<file path="src/rtl/usb_data_tx_seq.sv">
// ---------------------------------------------------------------------------
// usb_data_tx_seq
//   Builds USB DATA packets (PID byte, payload, CRC16) for the transmit path.
//   Payload bytes come in on a valid/ready stream. The packet byte stream goes
//   out through a single registered slot towards the NRZI/bit-stuff serializer.
//   An internal usb_crc16_8 engine is cleared once per packet and fed each
//   payload byte. The inverted CRC is appended low byte first.
//   Payload underrun and over-length both abort the packet with a marker byte.
//
// Ports
//   clk, rst_n      clock, asynchronous active-low reset
//   start           one-cycle packet request, sampled only in IDLE
//   pid[3:0], zlp   PID nibble and zero-length flag, latched on accepted start
//   in_data[7:0], in_valid, in_last, in_ready
//                   payload stream (byte accepted when in_valid & in_ready)
//   out_data[7:0], out_valid, out_last, out_abort, out_ready
//                   packet byte stream (byte taken when out_valid & out_ready)
//   busy            high from accepted start until return to IDLE
//   done            one-cycle pulse after the CRC high byte is taken
//   err_underrun    one-cycle pulse when a starved payload aborts the packet
//   err_overlong    one-cycle pulse when an over-length payload aborts it
// ---------------------------------------------------------------------------

// usb_crc16_8: byte-wide USB CRC16 (x^16+x^15+x^2+1, LSB-first, preset FFFF).
//   clk, rst_n      clock; rst_n low presets the register to FFFF
//   data_valid      fold data[7:0] into the CRC on this edge
//   crc[15:0]       current (non-inverted) CRC register
module usb_crc16_8 (
  input  logic        clk,
  input  logic        rst_n,
  input  logic        data_valid,
  input  logic [7:0]  data,
  output logic [15:0] crc
);

  // One byte of the reflected CRC16, bit 0 of the byte first.
  function automatic logic [15:0] crc16_byte(input logic [15:0] c,
                                             input logic [7:0]  d);
    logic [15:0] r;
    r = c;
    for (int i = 0; i < 8; i++) begin
      if ((r[0] ^ d[i]) == 1'b1) begin
        r = (r >> 1) ^ 16'hA001;
      end else begin
        r = r >> 1;
      end
    end
    return r;
  endfunction

  logic [15:0] crc_d;
  logic [15:0] crc_q;

  // Next CRC value: fold in the byte only when it is presented.
  always_comb begin
    crc_d = crc_q;
    if (data_valid) begin
      crc_d = crc16_byte(crc_q, data);
    end else begin
      crc_d = crc_q;
    end
  end

  // CRC register, preset to all ones.
  always_ff @(posedge clk or negedge rst_n) begin
    if (!rst_n) begin
      crc_q <= 16'hFFFF;
    end else begin
      crc_q <= crc_d;
    end
  end

  assign crc = crc_q;

endmodule

module usb_data_tx_seq #(
  parameter int MAX_PAYLOAD     = 64,
  parameter int UNDERRUN_CYCLES = 4
) (
  input  logic       clk,
  input  logic       rst_n,
  input  logic       start,
  input  logic [3:0] pid,
  input  logic       zlp,
  input  logic [7:0] in_data,
  input  logic       in_valid,
  input  logic       in_last,
  output logic       in_ready,
  output logic [7:0] out_data,
  output logic       out_valid,
  output logic       out_last,
  output logic       out_abort,
  input  logic       out_ready,
  output logic       busy,
  output logic       done,
  output logic       err_underrun,
  output logic       err_overlong
);

  localparam int CNT_W = $clog2(MAX_PAYLOAD + 1);
  localparam int STV_W = $clog2(UNDERRUN_CYCLES + 1);

  localparam logic [CNT_W-1:0] CNT_MAX   = CNT_W'(MAX_PAYLOAD);
  localparam logic [CNT_W-1:0] CNT_ONE   = CNT_W'(1);
  localparam logic [STV_W-1:0] STV_LIMIT = STV_W'(UNDERRUN_CYCLES - 1);
  localparam logic [STV_W-1:0] STV_ONE   = STV_W'(1);

  localparam logic [2:0] S_IDLE    = 3'd0;
  localparam logic [2:0] S_PID     = 3'd1;
  localparam logic [2:0] S_PAYLOAD = 3'd2;
  localparam logic [2:0] S_CRC_LO  = 3'd3;
  localparam logic [2:0] S_CRC_HI  = 3'd4;
  localparam logic [2:0] S_DRAIN   = 3'd5;
  localparam logic [2:0] S_ABORT   = 3'd6;

  logic [2:0]       state_q,     state_d;
  logic [3:0]       pid_q,       pid_d;
  logic             zlp_q,       zlp_d;
  logic [CNT_W-1:0] cnt_q,       cnt_d;
  logic [STV_W-1:0] stv_q,       stv_d;
  logic             crc_clr_q,   crc_clr_d;
  logic [7:0]       out_data_q,  out_data_d;
  logic             out_valid_q, out_valid_d;
  logic             out_last_q,  out_last_d;
  logic             out_abort_q, out_abort_d;
  logic             busy_q,      busy_d;
  logic             done_q,      done_d;
  logic             err_un_q,    err_un_d;
  logic             err_ov_q,    err_ov_d;

  logic        slot_empty;
  logic        slot_taken;
  logic        accept;
  logic        crc_feed;
  logic        crc_rst_n;
  logic [15:0] crc_result;

  // The slot can take a new byte when it is empty or being handed off now.
  assign slot_taken = out_valid_q & out_ready;
  assign slot_empty = ~out_valid_q | out_ready;
  assign in_ready   = (state_q == S_PAYLOAD) & slot_empty;
  assign accept     = in_valid & in_ready;

  // The engine is preset by a flop, never by a decoded state, so its async
  // clear cannot glitch.
  assign crc_rst_n = rst_n & ~crc_clr_q;

  usb_crc16_8 u_crc (
    .clk        (clk),
    .rst_n      (crc_rst_n),
    .data_valid (crc_feed),
    .data       (in_data),
    .crc        (crc_result)
  );

  // Packet sequencer: next state, output slot loading and status pulses.
  always_comb begin
    state_d   = state_q;
    pid_d     = pid_q;
    zlp_d     = zlp_q;
    cnt_d     = cnt_q;
    stv_d     = stv_q;
    crc_clr_d = 1'b0;
    crc_feed  = 1'b0;
    busy_d    = busy_q;
    done_d    = 1'b0;
    err_un_d  = 1'b0;
    err_ov_d  = 1'b0;

    // A handed-off slot empties and goes back to all zeros unless reloaded.
    if (slot_taken) begin
      out_valid_d = 1'b0;
      out_data_d  = 8'h00;
      out_last_d  = 1'b0;
      out_abort_d = 1'b0;
    end else begin
      out_valid_d = out_valid_q;
      out_data_d  = out_data_q;
      out_last_d  = out_last_q;
      out_abort_d = out_abort_q;
    end

    case (state_q)
      S_IDLE: begin
        if (start) begin
          pid_d     = pid;
          zlp_d     = zlp;
          cnt_d     = {CNT_W{1'b0}};
          stv_d     = {STV_W{1'b0}};
          crc_clr_d = 1'b1;
          busy_d    = 1'b1;
          state_d   = S_PID;
        end else begin
          state_d = S_IDLE;
        end
      end

      S_PID: begin
        if (slot_empty) begin
          out_valid_d = 1'b1;
          out_data_d  = {~pid_q, pid_q};
          out_last_d  = 1'b0;
          out_abort_d = 1'b0;
          state_d     = zlp_q ? S_CRC_LO : S_PAYLOAD;
        end else begin
          state_d = S_PID;
        end
      end

      S_PAYLOAD: begin
        if (accept) begin
          stv_d = {STV_W{1'b0}};
          if (cnt_q == CNT_MAX) begin
            // One byte too many: drop it and terminate the packet.
            err_ov_d = 1'b1;
            state_d  = S_ABORT;
          end else begin
            out_valid_d = 1'b1;
            out_data_d  = in_data;
            out_last_d  = 1'b0;
            out_abort_d = 1'b0;
            crc_feed    = 1'b1;
            cnt_d       = cnt_q + CNT_ONE;
            state_d     = in_last ? S_CRC_LO : S_PAYLOAD;
          end
        end else if (slot_empty && !in_valid) begin
          // Starved while able to send: count towards an underrun.
          stv_d = stv_q + STV_ONE;
          if (stv_q == STV_LIMIT) begin
            err_un_d = 1'b1;
            state_d  = S_ABORT;
          end else begin
            state_d = S_PAYLOAD;
          end
        end else begin
          state_d = S_PAYLOAD;
        end
      end

      S_CRC_LO: begin
        // The engine already holds the final value: it updated on the edge
        // that accepted the last payload byte.
        if (slot_empty) begin
          out_valid_d = 1'b1;
          out_data_d  = ~crc_result[7:0];
          out_last_d  = 1'b0;
          out_abort_d = 1'b0;
          state_d     = S_CRC_HI;
        end else begin
          state_d = S_CRC_LO;
        end
      end

      S_CRC_HI: begin
        if (slot_empty) begin
          out_valid_d = 1'b1;
          out_data_d  = ~crc_result[15:8];
          out_last_d  = 1'b1;
          out_abort_d = 1'b0;
          state_d     = S_DRAIN;
        end else begin
          state_d = S_CRC_HI;
        end
      end

      S_ABORT: begin
        if (slot_empty) begin
          out_valid_d = 1'b1;
          out_data_d  = 8'h00;
          out_last_d  = 1'b1;
          out_abort_d = 1'b1;
          state_d     = S_DRAIN;
        end else begin
          state_d = S_ABORT;
        end
      end

      S_DRAIN: begin
        // The slot holds the final byte (CRC high or abort marker). Only a
        // normal ending reports done.
        if (slot_taken) begin
          done_d  = ~out_abort_q;
          busy_d  = 1'b0;
          state_d = S_IDLE;
        end else begin
          state_d = S_DRAIN;
        end
      end

      default: begin
        state_d     = S_IDLE;
        busy_d      = 1'b0;
        out_valid_d = 1'b0;
        out_data_d  = 8'h00;
        out_last_d  = 1'b0;
        out_abort_d = 1'b0;
      end
    endcase
  end

  // State, output slot and status registers.
  always_ff @(posedge clk or negedge rst_n) begin
    if (!rst_n) begin
      state_q     <= S_IDLE;
      pid_q       <= 4'h0;
      zlp_q       <= 1'b0;
      cnt_q       <= {CNT_W{1'b0}};
      stv_q       <= {STV_W{1'b0}};
      crc_clr_q   <= 1'b0;
      out_data_q  <= 8'h00;
      out_valid_q <= 1'b0;
      out_last_q  <= 1'b0;
      out_abort_q <= 1'b0;
      busy_q      <= 1'b0;
      done_q      <= 1'b0;
      err_un_q    <= 1'b0;
      err_ov_q    <= 1'b0;
    end else begin
      state_q     <= state_d;
      pid_q       <= pid_d;
      zlp_q       <= zlp_d;
      cnt_q       <= cnt_d;
      stv_q       <= stv_d;
      crc_clr_q   <= crc_clr_d;
      out_data_q  <= out_data_d;
      out_valid_q <= out_valid_d;
      out_last_q  <= out_last_d;
      out_abort_q <= out_abort_d;
      busy_q      <= busy_d;
      done_q      <= done_d;
      err_un_q    <= err_un_d;
      err_ov_q    <= err_ov_d;
    end
  end

  assign out_data     = out_data_q;
  assign out_valid    = out_valid_q;
  assign out_last     = out_last_q;
  assign out_abort    = out_abort_q;
  assign busy         = busy_q;
  assign done         = done_q;
  assign err_underrun = err_un_q;
  assign err_overlong = err_ov_q;

endmodule

</file>
<file path="config.mk">
export PLATFORM = sky130hd
export DESIGN_NAME = usb_data_tx_seq
export DESIGN_NICKNAME = d
export VERILOG_FILES = /design/src/rtl/usb_data_tx_seq.sv
export SDC_FILE = /design/constraint.sdc
export NUM_CORES = 1
export LEC_CHECK = 0
export ABC_CLOCK_PERIOD_IN_PS = 1400
export CAP_MARGIN = 20
export CORE_MARGIN = 2
export CORE_UTILIZATION = 34
export CTS_CLUSTER_DIAMETER = 200
export CTS_CLUSTER_SIZE = 16
export DETAILED_ROUTE_END_ITERATION = 6
export GPL_TIMING_DRIVEN = 0
export SLEW_MARGIN = 25
export SYNTH_ARGS = -nofsm -noshare
export SYNTH_HDL_FRONTEND = slang
export SYNTH_SLANG_ARGS = --single-unit
</file>
<file path="constraint.sdc">
create_clock -name clk -period 1.4 [get_ports clk]
set_input_delay 0.35 -clock clk [delete_from_list [all_inputs] [get_ports clk]]
set_output_delay 0.35 -clock clk [all_outputs]
set_load 0.01 [all_outputs]
</file>
Word level (Yosys, flattened, before mapping) --
Cells that the tools add are included. Widths: inputs -> output; s select.
Storage, ports and cells: register bits after elaboration 50, bits in read-only memories 0, bits in latches 0, bits in writable memories 0, output and inout bits 16, memories kept 0, word-level logic and storage cells 150
Cells by class: muxes and demuxes 78, magnitude comparators 0, equality and inequality tests 13, bitwise operators 28, $mul 0, shift-type cells 0, reduce and logical (&&, ||, !) cells 14, div/mod/pow operators 0, add/sub/neg operators 2
Operators by type and width (count):
- $mux 16 | 15
- $mux 8 | 7
- $pmux 8 s6 | 1
- $mux 1 | 34
- $mux 3 | 9
- $not 2->3 | 8
- $mux 7 | 3
- $pmux 3 s7 | 1
- $not 8->8 | 2
- $pmux 7 s2 | 1
- $eq 3x2->1 const B | 3
- $eq 3x3->1 const B | 3
- $ne 2x2->1 const B | 4
- $pmux 1 s4 | 2
- $xor 1x1->1 | 8
- $add 7x1->7 const B | 1
- $eq 7x7->1 const B | 1
- $pmux 1 s3 | 2
- $pmux 3 s2 | 1
- $reduce_and 3->1 | 2
- $reduce_or 2->1 | 3
- $reduce_or 5->1 | 1
- $and 1x1->1 | 4
- $mux 2 | 2
- other kinds (14) | 17

Depth between registers and ports, before layout --
depth after elaboration 27, depth in mapped cells 8, depth with buffers taken out 7

Cells and area by module --
Synthesis repeated with hierarchy kept, for this count alone.
Second synthesis, totals: cell total of the unflattened synthesis 312, area total of the unflattened synthesis 2980.4 um^2
By module, submodules not included:
- usb_data_tx_seq | sequential area each 850.8 um^2, times used 1, cells an instance 247, area each 2144.6 um^2
- usb_crc16_8 | sequential area each 420.4 um^2, times used 1, cells an instance 65, area each 835.8 um^2

Least setup slack after synthesis --
Ideal clock, no wire load.
path kind flip-flop to flip-flop, from register u_crc.crc_q[3] (netlist: u_crc.crc[3]), to register u_crc.crc_q[0] (netlist: u_crc.crc[0]), library setup time 70 ps, data required time 1330 ps, path slack -528 ps, path buffers 0, cell stages (with the launch flop) 6, arrival 1858 ps, path through dfstp_2 > xor2_1 > xnor2_1 > xnor3_2 > xor3_1 > o21ai_2
Between the ends: longest elaborated chain between the ends 21
RTL lines:
- start: declaration | line 52 | logic [15:0] crc_q;
- start signal: assignment | line 69 | crc_q <= crc_d;
- $mux 16 (*) | line 42 | if ((r[0] ^ d[i]) == 1'b1) begin
- $mux 16 (*) | line 57 | if (data_valid) begin
- $mux 16 (*) | line 42
- $mux 16 (*) | line 57
- $not 2->3 (no source line)
- $mux 16 (*) | line 42
- $mux 16 (*) | line 57
- $xor 1x1->1 (*) | line 42
- [... 5 more ...]
- $xor 1x1->1 (*) | line 42
- $mux 16 (*) | line 42
- $mux 16 (*) | line 57
- $xor 1x1->1 (*) | line 42
- $mux 16 (*) | line 42
- $mux 16 (*) | line 57
- $xor 1x1->1 (*) | line 42
- $mux 16 (*) | line 42
Every way passes the cells marked *; elsewhere a longest branch is shown, timed or not. The select of a mux whose other input is x is not followed. A chain may end at the register's enable or synchronous reset.

Worst setup path after layout --
from register state_q[0], to output port in_ready
Between the ends: longest elaborated chain between the ends 2
RTL lines:
- start: declaration | line 117 | logic [2:0] state_q, state_d;
- start signal: assignment | line 320 | state_q <= state_d;
- $eq 3x2->1 | line 142 | assign in_ready = (state_q == S_PAYLOAD) & slot_empty;
- $and 1x1->1 | line 142
- end: declaration | line 89 | output logic in_ready,
No other way between the ends.

==> metrics <==
status=finished, violations left; failing checks=setup timing; total placed cells including tap cells=453; final period demand of the worst path=approximately 1.8 ns; Synth Warn #=0; die span in y=between 90 and 100 µm; CTS tree=done; crit path kind=reg2out; TritonCTS sink count=50; routed via count=between 2000 and 3000; top_reg_cell synth=dfrtp_1; RR Startpoint=state_q[0]$_DFF_PN0_; gpl congestion=about 0.84; Mapped Cells=approximately 310; Detailed Routing Iterations Pass 1=5; Top-Level Pins=35; Slowest-stage cell, CP=or3b_4; CP peak stage delay=0.41 ns; worst setup margin=-0.4340 ns; clock tree buffer depth=2; Final nets=roughly 440; row count=33; crit path max fanout=5; FFs w/ async S/R, synth=1.000; pwr/cell area=2168 nW/µm²; antenna-violating nets left=0; Worst slew margin=0.4492; drt wl/cell=around 17 µm; highest clock rate=between 500 and 600 MHz; Root Driver=clkbuf_8; DP HPWL=5691 µm; worst vdd ir=approximately 770 µV; number of synthesized flops with an enable pin=0; register area share after synthesis=0.4355; Setup WS pre-CTS=-0.8505 ns; cell taking the most area after synthesis=dfrtp_1; I/O Buffers=33; worst hold path type=in2async; first-pass GRT wire length=between 10000 and 15000 µm; CP Capture Type=primary output; top cell type's share of synthesized area=0.2915; Post-DP Area=about 3700 µm²; max-cap violations=0; Routed WL=between 8000 and 9000 µm; DR vias/cell=~5.4; Initial Util=0.3535; syn_nets=340; Slew @ Worst Pin=about 0.82 ns; Final setup viols=46; RSZ-0062 raised after global routing=true; Max Slew Vio Count=0; largest net degree at the start of global routing=20; layout cell share with drive strength beyond 1=0.4073; fin cells=515; CP required=between 1 and 1.5 ns; cts bufs inserted=5; grt ovf=0; H-tree levels=2; Core Area=8258 µm²; # DRC=0; count of cell types in the netlist=between 50 and 60; critical path data arrival time=about 1.5 ns; Tot GR Track Use=0.1837; Die W=~97 µm; Yosys reg bits=50; Syn-to-layout area delta=57.22%; CTS clk-pin slew, worst paths=approximately 0.1 ns; initial antenna violation count=0; die area=a little over 9000 µm²; Clock Latency Late Sink=slightly above 0.3 ns; CP Cell Sequence=buf_6, or3b_4, nor2_4, buf_6; crit path launch=state_q[0]$_DFF_PN0_; Leak=about 2 nW; mapped cell area=about 2900 µm²; finished layout cell area=4589 µm²; syn_area_per_cell=9.296 µm²; vias in the first global route=2628; CP Launch Type=flop; Max Clock Skew=about 0.0060 ns; most frequent CP cell=buf_6; period utilization=1.310; ant diodes=0; Fin. Hold Viols=0; largest cells by area after synthesis=dfrtp_1 (29%), dfstp_2 (14%), nand2_1 (5.9%); DR iter-0 viols=about 130
synthesized netlist by cell type, drive strengths merged (2+ instances only):
library cell	n
nor2	18
clkbuf	12
and3	2
o31ai	5
xor2	12
or2	2
nand3	7
xnor2	11
nor3b	2
o32a	2
nor4b	2
a21o	3
nand2b	4
nand2	46
or4	2
a22oi	2
a221o	6
o22ai	3
nor3	4
a21oi	26
or3b	3
dfstp	16
nor2b	5
ha	7
dfrtp	34
o21ai	30
nand4	2
a211oi	2
buf	6
a211o	2
inv	9
mux2	5
o211ai	5
mux2i	4
layout make-up:
type                            instances  area, µm²
Fill cell                             735       3669
Multi-Input combinational cell        237       1917
Sequential cell                        50       1272
Timing Repair Buffer                   89      897.1
Buffer                                 17      232.7
Tap cell                              105      131.4
Clock buffer                            7      96.34
Inverter                                9      33.78
Clock inverter                          1      8.758
cells in the final DEF (no fill, tap or decap), types with 3 or more instances in the layout:
| master | count |
|---|---|
| buf_8 | 7 |
| buf_12 | 4 |
| nand3_1 | 5 |
| nand2_1 | 45 |
| a21oi_1 | 18 |
| inv_2 | 3 |
| clkbuf_8 | 11 |
| nor2_1 | 17 |
| xor2_2 | 3 |
| mux2_4 | 5 |
| mux2i_1 | 4 |
| xnor2_1 | 6 |
| o21ai_0 | 9 |
| xor2_1 | 9 |
| a221o_1 | 6 |
| dfstp_2 | 16 |
| buf_4 | 33 |
| inv_1 | 6 |
| ha_1 | 6 |
| or3b_4 | 3 |
| dfrtp_1 | 33 |
| clkdlybuf4s50_1 | 13 |
| nand2b_1 | 3 |
| o211ai_1 | 5 |
| o21ai_2 | 6 |
| dlygate4sd2_1 | 18 |
| o21ai_1 | 13 |
| buf_6 | 17 |
| clkbuf_16 | 4 |
| xnor2_2 | 5 |
| a21oi_2 | 7 |
kinds of logic after synthesis:
| family | share of synthesized area |
|---|---|
| simple gates | 0.1732 |
| flops | 0.4355 |
| compound gates | 0.2015 |
| mux | 0.03300 |
| xor+xnor | 0.09044 |
| fa+ha+maj | 0.03000 |
| buf+inv | 0.03643 |
sequential cells by signal, indices dropped and copies added (netlist names):
| signal | count |
|---|---|
| busy | 1 |
| cnt_q | 7 |
| crc_clr_q | 1 |
| done | 1 |
| err_overlong | 1 |
| err_underrun | 1 |
| out_abort | 1 |
| out_data | 8 |
| out_last | 1 |
| out_valid | 1 |
| pid_q | 4 |
| state_q | 3 |
| stv_q | 3 |
| u_crc.crc | 16 |
| zlp_q | 1 |
where the power goes:
group | total [mW] | internal [mW] | switching (mW)
sequential | 2.65 | 2.14 | 0.509
combinational | 6.33 | 3.33 | 3.00
clock | 0.972 | 0.455 | 0.517
total | 9.95 | 5.92 | 4.03
routing by layer:
| layer | share of wire | global-route usage | wire, µm |
|---|---|---|---|
| met5 | 0 | 0 | 0 |
| met4 | 0.010 | 0.03575 | 92 |
| met3 | 0.043 | 0.02529 | 386 |
| met2 | 0.48 | 0.2949 | 4336 |
| met1 | 0.46 | 0.2669 | 4126 |
per-stage QoR:
| step | power (mW) | hold WS (ns) | TNS [ns] | utilization |
|---|---|---|---|---|
| 3_3_place_gp | 7.361 | 0.4539 | -85.02 | 0.4444 |
| 4_1_cts | 9.235 | 0.04256 | -15.38 | 0.5189 |
| 3_5_place_dp | 7.418 | 0.3107 | -28.39 | 0.4474 |
| 2_1_floorplan | 6.180 | 0.05441 | -7.868 | - |
| 5_1_grt | 10.57 | 0.03754 | -17.91 | 0.5558 |
| 6_report | 9.950 | 0.03660 | -14.71 | 0.5558 |
worst max-delay path: cells and delay by family (launching register included):
| kind | cells | cell delay [ns] |
|---|---|---|
| flip-flops | 1 | 0.40 |
| AND/OR/NAND/NOR | 2 | 0.53 |
| buffers and inverters | 2 | 0.25 |
worst paths after layout:
check,end,slack (ns),depth (start not counted)
max,in_ready,-0.43,4
min,stv_q[1]$_DFFE_PN0P_,0.04,2
max reg2reg,out_data[7]$_DFF_PN0_,-0.41,6
min reg2reg,u_crc.crc[2]$_DFFE_PN1P_,0.48,2
max in group asynchronous,cnt_q[0]$_DFFE_PN0P_,0.22,2
min in group clk,u_crc.crc[2]$_DFFE_PN1P_,0.48,2
timing repair:
action | CTS | global route
setup buffers | 36 | 12
endpoints found under the hold margin | 15 | 0
pin swaps | 22 | 14
endpoints found under the setup margin | 64 | 52
hold buffers | 1 | 0
resized for setup | 59 | 43
gates cloned | 4 | 2
Note: power is estimated with default switching activity, not from simulation.
